## src/rtl/tx_arbiter.sv

```systemverilog
// Round-robin packet arbiter merging N byte-stream requesters onto one UART TX stream.
// Define TX_ARBITER_TAG_EN to prefix every packet with header byte 8'hA0 | owner.
module tx_arbiter #(
  parameter int N       = 2,
  parameter int TIMEOUT = 1023
) (
  input  logic           clk,
  input  logic           rst_n,
  input  logic [N-1:0]   req_stb,
  input  logic [8*N-1:0] req_dat,
  input  logic [N-1:0]   req_lst,
  output logic [N-1:0]   req_rdy,
  output logic           tx_stb,
  output logic [7:0]     tx_dat,
  input  logic           tx_rdy,
  output logic [1:0]     owner,
  output logic           busy,
  output logic           err
);

`ifdef TX_ARBITER_TAG_EN
  typedef enum logic [1:0] {S_IDLE = 2'd0, S_DATA = 2'd1, S_HEAD = 2'd2} state_t;
`else
  typedef enum logic {S_IDLE = 1'b0, S_DATA = 1'b1} state_t;
`endif

  state_t      r_state;
  logic [1:0]  r_ptr;
  logic [15:0] r_cnt;

  logic        w_own_stb;
  logic        w_own_lst;
  logic [7:0]  w_own_dat;
  logic        w_gnt_vld;
  logic [1:0]  w_gnt_idx;
  logic [1:0]  w_nxt_ptr;
  logic [15:0] w_cnt_nxt;
  logic        w_tmo;
  logic        w_slot_free;
  logic        w_accept;

  always_comb begin
    w_own_stb = 1'b0;
    w_own_lst = 1'b0;
    w_own_dat = '0;
    for (int unsigned i = 0; i < N; i++) begin
      if (owner == 2'(i)) begin
        w_own_stb = req_stb[i];
        w_own_lst = req_lst[i];
        w_own_dat = req_dat[8*i +: 8];
      end
    end
  end

  // Scan distances from far to near so the requester closest to r_ptr wins.
  always_comb begin
    w_gnt_vld = 1'b0;
    w_gnt_idx = '0;
    for (int unsigned k = N; k > 0; k--) begin
      for (int unsigned i = 0; i < N; i++) begin
        if (req_stb[i] && ((32'(r_ptr) + k - 1) % N == i)) begin
          w_gnt_vld = 1'b1;
          w_gnt_idx = 2'(i);
        end
      end
    end
  end

  assign w_slot_free = !tx_stb || tx_rdy;
  assign w_accept    = (r_state == S_DATA) && w_slot_free && w_own_stb;
  assign w_nxt_ptr   = (owner == 2'(N-1)) ? '0 : owner + 2'd1;
  assign w_cnt_nxt   = r_cnt + 16'd1;
  assign w_tmo       = (w_cnt_nxt == 16'(TIMEOUT));

  always_comb begin
    req_rdy = '0;
    for (int unsigned i = 0; i < N; i++) begin
      req_rdy[i] = (r_state == S_DATA) && w_slot_free && (owner == 2'(i));
    end
  end

  always_ff @(posedge clk or negedge rst_n) begin
    if (!rst_n) begin
      r_state <= S_IDLE;
      r_ptr   <= '0;
      r_cnt   <= '0;
      owner   <= '0;
      busy    <= 1'b0;
      err     <= 1'b0;
      tx_stb  <= 1'b0;
      tx_dat  <= '0;
    end else begin
      err <= 1'b0;
      if (w_accept) begin
        tx_stb <= 1'b1;
        tx_dat <= w_own_dat;
      end else if (tx_rdy) begin
        tx_stb <= 1'b0;
      end

      case (r_state)
        S_IDLE: begin
          r_cnt <= '0;
          if (w_gnt_vld) begin
            owner <= w_gnt_idx;
            busy  <= 1'b1;
`ifdef TX_ARBITER_TAG_EN
            r_state <= S_HEAD;
`else
            r_state <= S_DATA;
`endif
          end
        end
`ifdef TX_ARBITER_TAG_EN
        S_HEAD: begin
          if (w_slot_free) begin
            tx_stb  <= 1'b1;
            tx_dat  <= 8'hA0 | {6'd0, owner};
            r_state <= S_DATA;
          end
        end
`endif
        S_DATA: begin
          if (w_accept) begin
            r_cnt <= '0;
            if (w_own_lst) begin
              r_state <= S_IDLE;
              busy    <= 1'b0;
              r_ptr   <= w_nxt_ptr;
            end
          end else if (!w_own_stb) begin
            // Only owner silence counts; a stalled transmitter leaves r_cnt alone.
            if (w_tmo) begin
              err     <= 1'b1;
              r_state <= S_IDLE;
              busy    <= 1'b0;
              r_ptr   <= w_nxt_ptr;
              r_cnt   <= '0;
            end else begin
              r_cnt <= w_cnt_nxt;
            end
          end
        end
        default: r_state <= S_IDLE;
      endcase
    end
  end

endmodule

```

## config.mk

```make
export PLATFORM = sky130hd
export DESIGN_NAME = tx_arbiter
export DESIGN_NICKNAME = d
export VERILOG_FILES = /design/src/rtl/tx_arbiter.sv
export SDC_FILE = /design/constraint.sdc
export NUM_CORES = 1
export LEC_CHECK = 0
export ABC_CLOCK_PERIOD_IN_PS = 2700
export CAP_MARGIN = 10
export CORE_MARGIN = 2
export CORE_UTILIZATION = 45
export DETAILED_ROUTE_END_ITERATION = 16
export PLACE_DENSITY = 0.82
export SLEW_MARGIN = 20
export SYNTH_ARGS = -nofsm -noshare
export SYNTH_HDL_FRONTEND = slang
export SYNTH_SLANG_ARGS = --single-unit
```

## constraint.sdc

```tcl
create_clock -name clk -period 2.7 [get_ports clk]
set_input_delay 0.27 -clock clk [delete_from_list [all_inputs] [get_ports clk]]
set_output_delay 0.27 -clock clk [all_outputs]
set_load 0.05 [all_outputs]
```

# Word-level counts from Yosys, hierarchy flattened
# Cells that the tools add are included.
[word_totals]
regBits = 31
latchBits = 0
ramBits = 0
romBits = 0
output_inout_bits = 15
elab_cells = 81
memories = 0
[classes]
n_addsub = 6
multipliers = 0
div_mod_pow = 0
order_cmp = 0
eq_ne = 8
n_shift = 0
n_mux = 40
bitwise = 1
n_reduce_logical = 18
[op_table]
columns = ["operator", "count"]
rows = [
  ["32-bit logical NOT", 2],
  ["16-bit 2-to-1 mux", 3],
  ["16-bit one-hot mux with 2 select lines", 1],
  ["1-bit 2-to-1 mux", 30],
  ["16-bit by 1-bit adder with 16-bit output, second input constant", 1],
  ["16-bit by 10-bit == test with 1-bit output, second input constant", 1],
  ["8-bit 2-to-1 mux", 2],
  ["1-bit logical AND", 8],
  ["4-bit AND reduction", 2],
  ["2-bit 2-to-1 mux", 2],
  ["2-bit != test, second input constant", 2],
  ["1-bit one-hot mux with 2 select lines", 2],
  ["2-bit nonzero test", 2],
  ["1-bit adder, second input constant", 3],
  ["3-bit by 1-bit != test with 1-bit output, second input constant", 1],
  ["3-bit by 2-bit != test with 1-bit output, second input constant", 1],
  ["3-bit != test, second input constant", 1],
  ["2-bit by 1-bit == test with 1-bit output, second input constant", 1],
  ["2-bit logical NOT", 1],
  ["2-bit by 1-bit != test with 1-bit output, second input constant", 1],
  ["2-bit AND reduction", 1],
  ["1-bit subtractor, second input constant", 2],
  ["1-bit logical NOT", 1],
  ["1-bit logical OR", 1],
  ["1-bit NOT", 1],
]

# Logic depth before layout (Yosys ltp)
# Gate-level depths: netlist (run 1).
[logic_depth]
ltp_word = 10
depth_mapped = 9

# Worst setup path after synthesis (run 1)
# OpenSTA, ideal clock, no wires.
[synth_timing]
kind = "flip-flop to flip-flop"
from = "reg r_cnt[0]"
to = "reg r_cnt[8]"
setup_time_ps = 127
arrival_ps = 2213
setup_slack_ps = 361
stages_incl_launch_ff = 10
n_path_buf = 2
path_cell_list = "dfrtp_1 ha_1 buf_2 nor4bb_1 nand4_1 a22o_1 or4b_4 buf_6 a31oi_1 mux2i_1"
[synth_via]
elab_chain_len = 6
[synth_rtl]
columns = ["element", "line_no", "text"]
rows = [
  ["from (decl)", "29", "logic [15:0] r_cnt;"],
  ["from (signal assigned)", "140", "r_cnt <= w_cnt_nxt;"],
  ["16-bit by 1-bit adder with 16-bit output (*)", "72", "assign w_cnt_nxt = r_cnt + 16'd1;"],
  ["16-bit by 10-bit == test with 1-bit output", "73", "assign w_tmo = (w_cnt_nxt == 16'(TIMEOUT));"],
  ["16-bit 2-to-1 mux (*)", "133", "if (w_tmo) begin"],
  ["16-bit 2-to-1 mux (*)", "131", "end else if (!w_own_stb) begin"],
  ["16-bit 2-to-1 mux (*)", "124", "if (w_accept) begin"],
  ["16-bit one-hot mux with 2 select lines (*)", "101", "case (r_state)"],
]
# Every way passes the cells marked *; elsewhere a longest branch is shown, timed or not. The select of a mux whose other input is x is not followed.
# A chain may end at the register's enable or synchronous reset.

# Worst setup path in the final report (run 1)
[layout_timing]
from = "reg r_cnt[0]"
to = "reg r_cnt[10]"
# The elaborated chain is that of the path after synthesis.

==> results by group, run 1 <==
Synth
  • Synth cell types: 52
  • Top_reg_cell synth: dfrtp_1
  • Synthesized flop and latch total: 30
  • Area leader, netlist: dfrtp_1
  • Register area share after synthesis: between 40% and 50%
  • Synth Net Count: between 200 and 250
  • Synth area leaders: dfrtp_1 (41%), mux2i_1 (6.6%), o21ai_0 (6.3%)
  • Top post-synthesis cells by count: dfrtp_1 (30), nand2_1 (30), o21ai_0 (23), mux2i_1 (12)
  • EDFF count, synth: 0
  • Gate Count Post-Synth: 209
  • Yosys top cell area share: 41.07%
  • Synth Area per Inst: roughly 9 µm²
  • Async S/R FF share, synth: 100.0%
  • Syn Std Cell Area: around 1800 µm²
  • Syn. warnings: 0

Floorplanning
  • Row count: 23
  • Core area: 3943 µm²
  • Boundary Pins: 38
  • DIE HEIGHT: 67.74 µm
  • Area of the die: 4588 µm²
  • Initial Util: between 40% and 50%
  • Die width: between 60 and 70 µm

STA
  • Tmin final: 2.510 ns
  • RSZ-0062 raised after global routing: false
  • Post-Route Skew: between 0.005 and 0.006 ns
  • Worst hold margin: approximately 0.37 ns
  • Final worst-path cycle share: between 90% and 100%
  • Worst-Margin Slew: approximately 0.53 ns
  • Fmax: 398.4 MHz
  • Setup TNS: 0 ns
  • Fin. Hold Viols: 0
  • Final Setup Violations: 0
  • Max-slew headroom: 64.32%
  • Slew Viols, Final: 0

Final layout
  • Antenna cells: 0
  • Share of cells above drive strength 1: 10.48%
  • Syn-to-layout area delta: 27.31%
  • Finished Cell Area: ~2300 µm²
  • Layout Nets: 273
  • Final Non-Filler Cells: 298
  • Filler cell count: 345

Clock network
  • Htree depth: 2
  • Skew-Pair Late Insertion Delay: 0.29 ns
  • Count of cells resized by post-cts repair: 0
  • # clock sinks: 30
  • Root Buffer: clkbuf_8
  • CTS Hold Bufs: 0
  • Post-CTS setup buffers: 0
  • CTS Buf Count: 5
  • Clock transition at path regs: 0.06 ns
  • CTS tree: built
  • Longest Clk Path Bufs: 2

Routing
  • Post-route ant nets: 0
  • Routed vias: between 1,500 and 2,000
  • DRT Pass-1 Iters: 4
  • DR iter-0 viols: 138
  • Routed WL per cell: 15.20 µm
  • Via density: 5.701
  • Drt drc: 0
  • WL final: 4530 µm

Critical path
  • Worst path slowest cell: or4b_4
  • Top delay family on crit path: simple AND/OR/NAND/NOR gates
  • Worst Setup End Kind: register
  • Crit path DAT: 2.66 ns
  • CP Max Fanout: 14
  • Critical Path RT: around 2.9 ns
  • CP max stage delay: 0.63 ns
  • Crit-path cells: ha_2 > nor4bb_1 > nand4_1 > a22o_1 > or4b_4 > nand2_2 > o311ai_0
  • WP buf/inv: 0
  • Critical setup path kind: register to register
  • Crit start category: register

Place
  • Dpl cells: 291
  • Post-placement cell area: ~2200 µm²
  • # port buffers: 36
  • Placer Congestion: 0.8772
  • Final HPWL DP: about 3200 µm

GRT
  • First-pass GRT wire length: around 7200 µm
  • GR Overflow Total: 0
  • Tot GR Track Use: 21.20%
  • Largest net degree at the start of global routing: 31
  • Vias in the first global route: 1,528
  • Initial antenna violation count: 0

Power
  • Overall power: 2.125 mW
  • Pwr dens: about 910 nW/µm²
  • VDD IR max: around 580 µV
  • Leakage: 0.9643 nW

Outcome
  • Status: complete, no violations

Run
  • Max-cap violations: 0

Worst hold path
  • Hold Path Class: input pin to async pin
## kinds of logic after synthesis
kind of cell / count (synthesis) / synth area share (%)
flops: 30 / 41.07
buf+inv: 21 / 5.749
fa+ha+maj: 2 / 1.369
simple gates: 92 / 28.13
xor+xnor: 2 / 0.9584
other cells: 1 / 0.2051
mux: 13 / 7.187
compound gates: 48 / 15.33
## sequential cells by signal, indices dropped and copies added, names as in the netlist
signal,flops
r_cnt,16
tx_dat,8
busy,1
err,1
owner,1
r_ptr,1
r_state,1
tx_stb,1
## stage by stage
step                      util, %  setup WS (ns)
after global routing        59.03        0.03735
after detailed placement    56.90        0.04319
after global placement      56.90         0.1789
final                       59.03         0.1897
after CTS                   58.90        0.06070
after floorplan                 -         0.3608
## routing by layer
layer	vias to the layer above	GRT usage, %	wire length, µm
met5	-	0	0
met2	54	33.33	2271
li1	835	-	-
met3	12	5.000	208
met1	798	27.20	1952
met4	0	10.46	98
## cell usage in the layout, fill, tap and decap left out, drive strengths merged, types with 2 or more instances in the layout
cell type,netlist,routed
a21oi,5,5
a31oi,7,7
and2,3,3
and3,4,4
and4,4,4
buf,8,9
clkbuf,5,5
clkdlybuf4s50,0,36
clkinv,0,2
dfrtp,30,30
ha,2,2
inv,8,8
mux2i,12,12
nand2,30,30
nand2b,2,2
nand3,10,10
nand4,5,5
nor2,10,10
nor3,5,5
nor4,3,3
nor4bb,2,2
o21ai,26,26
o311ai,2,2
or3,4,4
or4b,2,2
## cell type report
class	instances	area, µm²	area share [%]
Timing Repair Buffer	45	427.9	18.39
Multi-Input combinational cell	158	977.2	41.99
Tap cell	50	62.56	2.688
Inverter	8	30.03	1.290
Sequential cell	30	750.7	32.26
Clock buffer	5	68.82	2.957
Clock inverter	2	10.01	0.4301
## worst paths after layout
kind	from	end	cells past startpoint	slack, ns
worst min-delay path	rst_n	r_cnt[1]$_DFFE_PN0P_	2	0.37
worst max register to register	r_cnt[0]$_DFFE_PN0P_	r_cnt[10]$_DFFE_PN0P_	7	0.19
min in group clk	tx_dat[2]$_DFFE_PN0P_	tx_dat[2]$_DFFE_PN0P_	2	0.48
worst min register to register	tx_dat[2]$_DFFE_PN0P_	tx_dat[2]$_DFFE_PN0P_	2	0.48
worst max-delay path	r_cnt[0]$_DFFE_PN0P_	r_cnt[10]$_DFFE_PN0P_	7	0.19
max in group asynchronous	rst_n	err$_DFF_PN0_	2	2.05
## where the power goes
group          internal [mW]  leakage, nW  switching, mW
Combinational          0.398        0.530          0.724
Clock                  0.172       0.0438          0.170
Sequential             0.563        0.390         0.0972
Total                   1.13        0.964          0.991
(Power assumes the default switching activity.)
==> inputs of run 2 (changes only) <==
--- a/config.mk
+++ b/config.mk
@@ -7,10 +7,13 @@
 export LEC_CHECK = 0
 export ABC_CLOCK_PERIOD_IN_PS = 2700
 export CAP_MARGIN = 10
+export CELL_PAD_IN_SITES_DETAIL_PLACEMENT = 0
+export CELL_PAD_IN_SITES_GLOBAL_PLACEMENT = 2
+export CORE_ASPECT_RATIO = 0.9
 export CORE_MARGIN = 2
-export CORE_UTILIZATION = 45
+export CORE_UTILIZATION = 30
 export DETAILED_ROUTE_END_ITERATION = 16
-export PLACE_DENSITY = 0.82
+export PLACE_DENSITY = 0.89
 export SLEW_MARGIN = 20
 export SYNTH_ARGS = -nofsm -noshare
 export SYNTH_HDL_FRONTEND = slang
==> run 2 against run 1 <==
Net effect:
- cell count increased by 7.4%
- critical path depth unchanged
- global-route usage decreased by 6.0 points
- combinational power about the same
- clock skew increased by 0.00053 ns
- setup slack got worse by 0.019 ns
- first-iteration DRC count increased by 3.6%
- sequential share of layout area decreased by 0.81 points
- utilization decreased by 18 points
- design area increased by 2.6%
- critical endpoint unchanged
- highest routed layer unchanged
==> results by group, run 2 (same netlist as run 1, synthesis figures left out) <==
Outcome
  • Status: complete, no violations

Place
  • Final HPWL DP: 3477 µm (+8.3%)
  • Placer Congestion: 0.8836 (+0.73%)
  • # port buffers: 36 (unchanged)
  • Post-placement cell area: 2276 µm² (+1.5%)

Final layout
  • Filler cell count: 593 (+72%)
  • Syn-to-layout area delta: 30.60%
  • Share of cells above drive strength 1: 10.80% (+0.32 points)
  • Most frequent cells in the layout: clkdlybuf4s50_1 (36), dfrtp_1 (30), nand2_1 (29), o21ai_0 (23), mux2i_1 (12)
  • Most common cell after layout, fill and taps aside: clkdlybuf4s50_1
  • Max FFs per register: 16 (unchanged)
  • Layout Nets: 274 (+0.37%)
  • Reg area: 750.7 µm² (unchanged)
  • Antenna cells: 0 (unchanged)
  • Finished Cell Area: 2387 µm² (+2.6%)
  • Reg with most FFs: r_cnt
  • Multi-input logic area: 974.7 µm² (-0.26%)
  • Top Registers: r_cnt: 16 flops, tx_dat: 8 flops

Critical path
  • R2r worst-path depth: 7 (unchanged)
  • Worst path slowest cell: or4b_4
  • Worst Setup End Kind: register
  • Crit start category: register
  • R2R setup slack: 0.17 ns (-0.02 ns)
  • Critical setup path kind: register to register
  • CP Max Fanout: 14 (unchanged)
  • Crit path DAT: 2.67 ns (about the same)
  • CP max stage delay: 0.63 ns (about the same)
  • Reg2reg end: r_cnt[10]$_DFFE_PN0P_
  • Reg2reg start: r_cnt[0]$_DFFE_PN0P_
  • Critical Path RT: 2.84 ns (about the same)
  • Crit-path cells: ha_1 > nor4bb_1 > nand4_1 > a22o_1 > or4b_4 > nand2_2 > o311ai_0

STA
  • Fmax: 395.4 MHz (-0.73%)
  • Slew Viols, Final: 0 (unchanged)
  • RSZ-0062 raised after global routing: false
  • Final worst-path cycle share: 93.66% (+0.69 points)
  • Tmin final: 2.529 ns (+0.01855 ns)
  • Setup TNS: 0 ns (unchanged)
  • Final Setup Violations: 0 (unchanged)
  • Worst hold margin: 0.3695 ns (-0.00003700 ns)
  • Max-slew headroom: 65.56% (+1.2 points)
  • Fin. Hold Viols: 0 (unchanged)
  • Worst-Margin Slew: 0.5149 ns (-0.01856 ns)
  • Post-Route Skew: 0.005834 ns (+0.0005321 ns)

Clock network
  • # clock sinks: 30 (unchanged)
  • Skew-Pair Late Insertion Delay: 0.29 ns (about the same)
  • Clock transition at path regs: 0.07 ns (about the same)
  • Root Buffer: clkbuf_8
  • Htree depth: 2 (unchanged)
  • Longest Clk Path Bufs: 2 (unchanged)
  • CTS tree: built
  • CTS Buf Count: 5 (unchanged)

Routing
  • DR iter-0 viols: 143 (+3.6%)
  • Post-route ant nets: 0 (unchanged)
  • WL final: 4781 µm (+5.5%)
  • DRT Pass-1 Iters: 4 (unchanged)
  • Routed WL per cell: 14.94 µm (-1.7%)
  • Routed vias: 1,651 (-2.8%)
  • Via density: 5.159 (-9.5%)
  • Drt drc: 0 (unchanged)

GRT
  • Largest net degree at the start of global routing: 31 (unchanged)
  • GR Overflow Total: 0 (unchanged)
  • Vias in the first global route: 1,635 (+7.0%)
  • Tot GR Track Use: 15.25% (-6.0 points)
  • First-pass GRT wire length: 7948 µm (+10%)
  • Initial antenna violation count: 0 (unchanged)

Run
  • Max-cap violations: 0 (unchanged)

Floorplanning
  • Area of the die: 6735 µm² (+47%)
  • Die width: 86.28 µm (+27%)
  • Boundary Pins: 38 (unchanged)
  • Row count: 26 (+13%)
  • DIE HEIGHT: 78.06 µm (+15%)
  • Initial Util: 31.57% (-15 points)
  • Core area: 5791 µm² (+47%)

Power
  • Leakage: 0.9864 nW (+2.3%)
  • Pwr dens: 935.4 nW/µm² (+2.4%)
  • VDD IR max: 293.9 µV (-49%)

Worst hold path
  • Hold Path Class: input pin to async pin
[run 2: worst max-delay path: cells and delay by family (launching register included)]
family	cells	cell delay (ns)
fa+ha+maj	1	0.30
simple gates	4	1.24
compound gates	2	0.37
flops	1	0.48
[run 2: per-stage QoR]
step           instances  power [mW]  setup WS (ns)  util (%)
6_report             320       2.233         0.1712     41.23
5_1_grt              320       2.377        0.04774     41.23
4_1_cts              320       2.261         0.1036     41.18
3_5_place_dp         312       1.797         0.1041     39.30
3_3_place_gp         312       1.785         0.2211     39.30
2_1_floorplan        209       1.406         0.3608         -
[run 2: power breakdown]
group          internal (mW)  switching [mW]  total, mW  leakage [nW]
Clock                  0.271           0.182      0.453        0.0579
Sequential             0.563           0.116      0.679         0.390
Combinational          0.395           0.706       1.10         0.538
[run 2: layout make-up]
type / count / area share [%]
Multi-Input combinational cell: 158 / 40.83
Sequential cell: 30 / 31.45
Timing Repair Buffer: 46 / 18.24
Tap cell: 70 / 3.669
Clock buffer: 5 / 2.883
Clock inverter: 3 / 1.677
Inverter: 8 / 1.258
[run 2: timing repair]
item,CTS,global route
hold buffers,0,0
resized for setup,0,1
endpoints found under the setup margin,0,3
setup buffers,0,0
[run 2: how the worst max path moves through the flow]
stage / from / to / slack, ns / cells after the start
2_1_floorplan: r_cnt[0]$_DFFE_PN0P_ / r_cnt[8]$_DFFE_PN0P_ / 0.36 / 9
3_3_place_gp: r_cnt[0]$_DFFE_PN0P_ / r_cnt[10]$_DFFE_PN0P_ / 0.22 / 7
3_5_place_dp: r_cnt[0]$_DFFE_PN0P_ / r_cnt[10]$_DFFE_PN0P_ / 0.10 / 7
4_1_cts: r_cnt[0]$_DFFE_PN0P_ / r_cnt[10]$_DFFE_PN0P_ / 0.10 / 7
5_1_grt: r_cnt[0]$_DFFE_PN0P_ / r_cnt[10]$_DFFE_PN0P_ / 0.05 / 7
6_report: r_cnt[0]$_DFFE_PN0P_ / r_cnt[10]$_DFFE_PN0P_ / 0.17 / 7
[run 2: routing by layer]
metal,wire length [µm],share of wire [%],global-route usage (%)
met5,0,0,0
met3,142,3.0,2.944
met4,95,2.0,7.500
met2,2217,46,22.56
met1,2325,49,21.23
==> inputs of run 3 (changes only) <==
--- a/config.mk
+++ b/config.mk
@@ -10,10 +10,9 @@
 export CELL_PAD_IN_SITES_DETAIL_PLACEMENT = 0
 export CELL_PAD_IN_SITES_GLOBAL_PLACEMENT = 2
 export CORE_ASPECT_RATIO = 0.9
-export CORE_MARGIN = 2
 export CORE_UTILIZATION = 30
 export DETAILED_ROUTE_END_ITERATION = 16
-export PLACE_DENSITY = 0.89
+export PLACE_DENSITY = 0.9
 export SLEW_MARGIN = 20
 export SYNTH_ARGS = -nofsm -noshare
 export SYNTH_HDL_FRONTEND = slang
==> run 3 against run 2 <==
Net effect:
- the flow now finishes with violations (DRC)
- wire length fell by 2.0%
- clock power fell by 16%
- cell count rose by 1.3%
- sequential power fell by 3%
- largest cell class unchanged
- setup slack improved by 0.015 ns
==> results by group, run 3 (same netlist as run 1, synthesis figures left out) <==
Final layout
  • Antenna cells: 0 (unchanged)
  • Reg with most FFs: r_cnt
  • Share of cells above drive strength 1: 11.81% (+1.0 points)
  • Most common cell after layout, fill and taps aside: clkdlybuf4s50_1
  • Syn-to-layout area delta: 31.28%
  • Top Registers: r_cnt: 16 flops, tx_dat: 8 flops
  • Layout Nets: 278 (+1.5%)
  • Max FFs per register: 16 (unchanged)
  • Finished Cell Area: 2400 µm² (+0.52%)
  • Most frequent cells in the layout: clkdlybuf4s50_1 (36), dfrtp_1 (30), nand2_1 (29), o21ai_0 (23), buf_4 (14)

STA
  • Fmax: 397.9 MHz (+0.62%)
  • Worst-Margin Slew: 0.5068 ns (-0.008151 ns)
  • Final worst-path cycle share: 93.09% (-0.57 points)
  • Slew Viols, Final: 0 (unchanged)
  • Fin. Hold Viols: 0 (unchanged)
  • Max-slew headroom: 65.75% (+0.19 points)
  • Final Setup Violations: 0 (unchanged)
  • Setup TNS: 0 ns (unchanged)
  • RSZ-0062 raised after global routing: false
  • Final WS setup: 0.1867 ns (+0.01550 ns)
  • Post-Route Skew: 0.005312 ns (-0.0005222 ns)
  • Tmin final: 2.513 ns (-0.01550 ns)

Clock network
  • CTS tree: built
  • Root Buffer: clkbuf_8
  • CTS Buf Count: 5 (unchanged)
  • CTS Hold Bufs: 0 (unchanged)
  • # clock sinks: 30 (unchanged)
  • Longest Clk Path Bufs: 2 (unchanged)
  • Htree depth: 2 (unchanged)
  • Clock transition at path regs: 0.07 ns (about the same)
  • Skew-Pair Late Insertion Delay: 0.29 ns (about the same)

Power
  • Sw power: 0.9993 mW (-0.48%)
  • Net Sw Frac: 45.98% (+1.0 points)
  • Leakage: 0.9981 nW (+1.2%)
  • Reg power frac: 30.4% (about the same)
  • Power share of the clock group: 17.5% (-2.8 points)
  • Pwr dens: 905.6 nW/µm² (-3.2%)
  • Combinational power share: 52.1% (+2.8 points)
  • VDD IR max: 316.1 µV (+7.6%)
  • Overall power: 2.173 mW (-2.7%)
  • Internal Power: 1.174 mW (-4.5%)

Routing
  • Drt drc: 6 (+6)
  • Routed vias: 1,666 (+0.91%)
  • WL final: 4686 µm (-2.0%)
  • Routed WL per cell: 14.46 µm (-3.2%)
  • Via density: 5.142 (-0.34%)
  • Post-route ant nets: 0 (unchanged)
  • DRT Pass-1 Iters: 10 (+6)
  • DR iter-0 viols: 71 (-50%)

Floorplanning
  • Die width: 84.28 µm (-2.3%)
  • Area of the die: 6410 µm² (-4.8%)
  • Boundary Pins: 38 (unchanged)
  • Core area: 5791 µm² (unchanged)
  • DIE HEIGHT: 76.06 µm (-2.6%)
  • Initial Util: 31.57% (unchanged)
  • Row count: 26 (unchanged)

GRT
  • Initial antenna violation count: 0 (unchanged)
  • Largest net degree at the start of global routing: 31 (unchanged)
  • GR Overflow Total: 0 (unchanged)
  • Vias in the first global route: 1,573 (-3.8%)
  • First-pass GRT wire length: 8024 µm (+0.96%)
  • Tot GR Track Use: 15.96% (+0.71 points)

Place
  • Post-placement cell area: 2306 µm² (+1.3%)
  • # port buffers: 36 (unchanged)
  • Placer Congestion: 0.8745 (-1.0%)
  • Dpl ws: 0.1202 ns (+0.01601 ns)
  • Final HPWL DP: 3376 µm (-2.9%)

Critical path
  • Critical Path RT: 2.85 ns (about the same)
  • Crit-path cells: ha_1 > nor4bb_1 > nand4_1 > a22o_1 > or4b_4 > nand2_2 > o311ai_0
  • Worst path slowest cell: or4b_4
  • Critical setup path kind: register to register
  • Reg2reg end: r_cnt[10]$_DFFE_PN0P_
  • R2R setup slack: 0.19 ns (+0.02 ns)
  • Crit path DAT: 2.66 ns (about the same)
  • Worst Setup End Kind: register
  • CP Max Fanout: 14 (unchanged)
  • CP max stage delay: 0.63 ns (about the same)
  • R2r worst-path depth: 7 (unchanged)
  • Crit start category: register
  • Reg2reg start: r_cnt[0]$_DFFE_PN0P_

Outcome
  • Failing checks: DRC
  • Status: complete, but fails checks

Worst hold path
  • Hold Path Class: input pin to async pin

Run
  • Max-cap violations: 0 (unchanged)
[run 3: changes by cell type in the layout (fill, tap and decap cells not counted), sizes merged]
| cell | before | now |
|---|---|---|
| bufinv | 1 | 0 |
| clkbuf | 5 | 7 |
| buf | 10 | 14 |
| clkinv | 2 | 1 |
[run 3: critical path, delay by kind of cell, from the launching register on]
family / cells / cell delay (ns)
compound gates: 2 / 0.36
fa+ha+maj: 1 / 0.31
flops: 1 / 0.48
simple gates: 4 / 1.24
[run 3: stage by stage]
stage                     hold slack [ns]  std cells  utilization (%)
final                              0.3693        324            41.44
after global routing               0.4330        324            41.44
after CTS                          0.3903        324            41.40
after detailed placement           0.4707        316            39.82
after global placement             0.4634        316            39.82
after floorplan                  -0.02559        209                -
[run 3: how the worst max path moves through the flow]
| stage | cells past startpoint | end | from |
|---|---|---|---|
| 4_1_cts | 7 | r_cnt[10]$_DFFE_PN0P_ | r_cnt[0]$_DFFE_PN0P_ |
| 2_1_floorplan | 9 | r_cnt[8]$_DFFE_PN0P_ | r_cnt[0]$_DFFE_PN0P_ |
| 3_5_place_dp | 7 | r_cnt[10]$_DFFE_PN0P_ | r_cnt[0]$_DFFE_PN0P_ |
| 3_3_place_gp | 7 | r_cnt[10]$_DFFE_PN0P_ | r_cnt[0]$_DFFE_PN0P_ |
| 6_report | 7 | r_cnt[10]$_DFFE_PN0P_ | r_cnt[0]$_DFFE_PN0P_ |
| 5_1_grt | 7 | r_cnt[10]$_DFFE_PN0P_ | r_cnt[0]$_DFFE_PN0P_ |
[run 3: layout make-up]
type                    count  area (µm²)
flip-flops and latches     30       750.7
inverters                   8       30.03
repair buffers             50       465.4
clock inverters             1       5.005
multi-input cells         158       974.7
fillers                   603        3391
clock buffers               7       86.33
well taps                  70       87.58
[run 3: power by group through the flow]
stage	Sequential (mW)	Clock (mW)	Combinational, mW
floorplan	0.927	0	0.479
finish	0.661	0.380	1.13
global route	0.682	0.411	1.21
CTS	0.661	0.393	1.14
global placement	0.664	0	1.13
detailed placement	0.670	0	1.13
[run 3: metal layers]
metal | wire (µm) | vias up | share of wire, % | global-route usage (%)
met1 | 2296 | 780 | 49 | 22.11
met5 | 0 | - | 0 | 0
met4 | 89 | 0 | 1.9 | 7.069
met3 | 161 | 9 | 3.4 | 3.250
li1 | - | 847 | - | -
met2 | 2139 | 30 | 46 | 24.02
[run 3: what timing repair did]
action	4_1_cts	5_1_grt
endpoints found under the setup margin	0	3
gates resized for setup	0	1
setup buffers	0	0
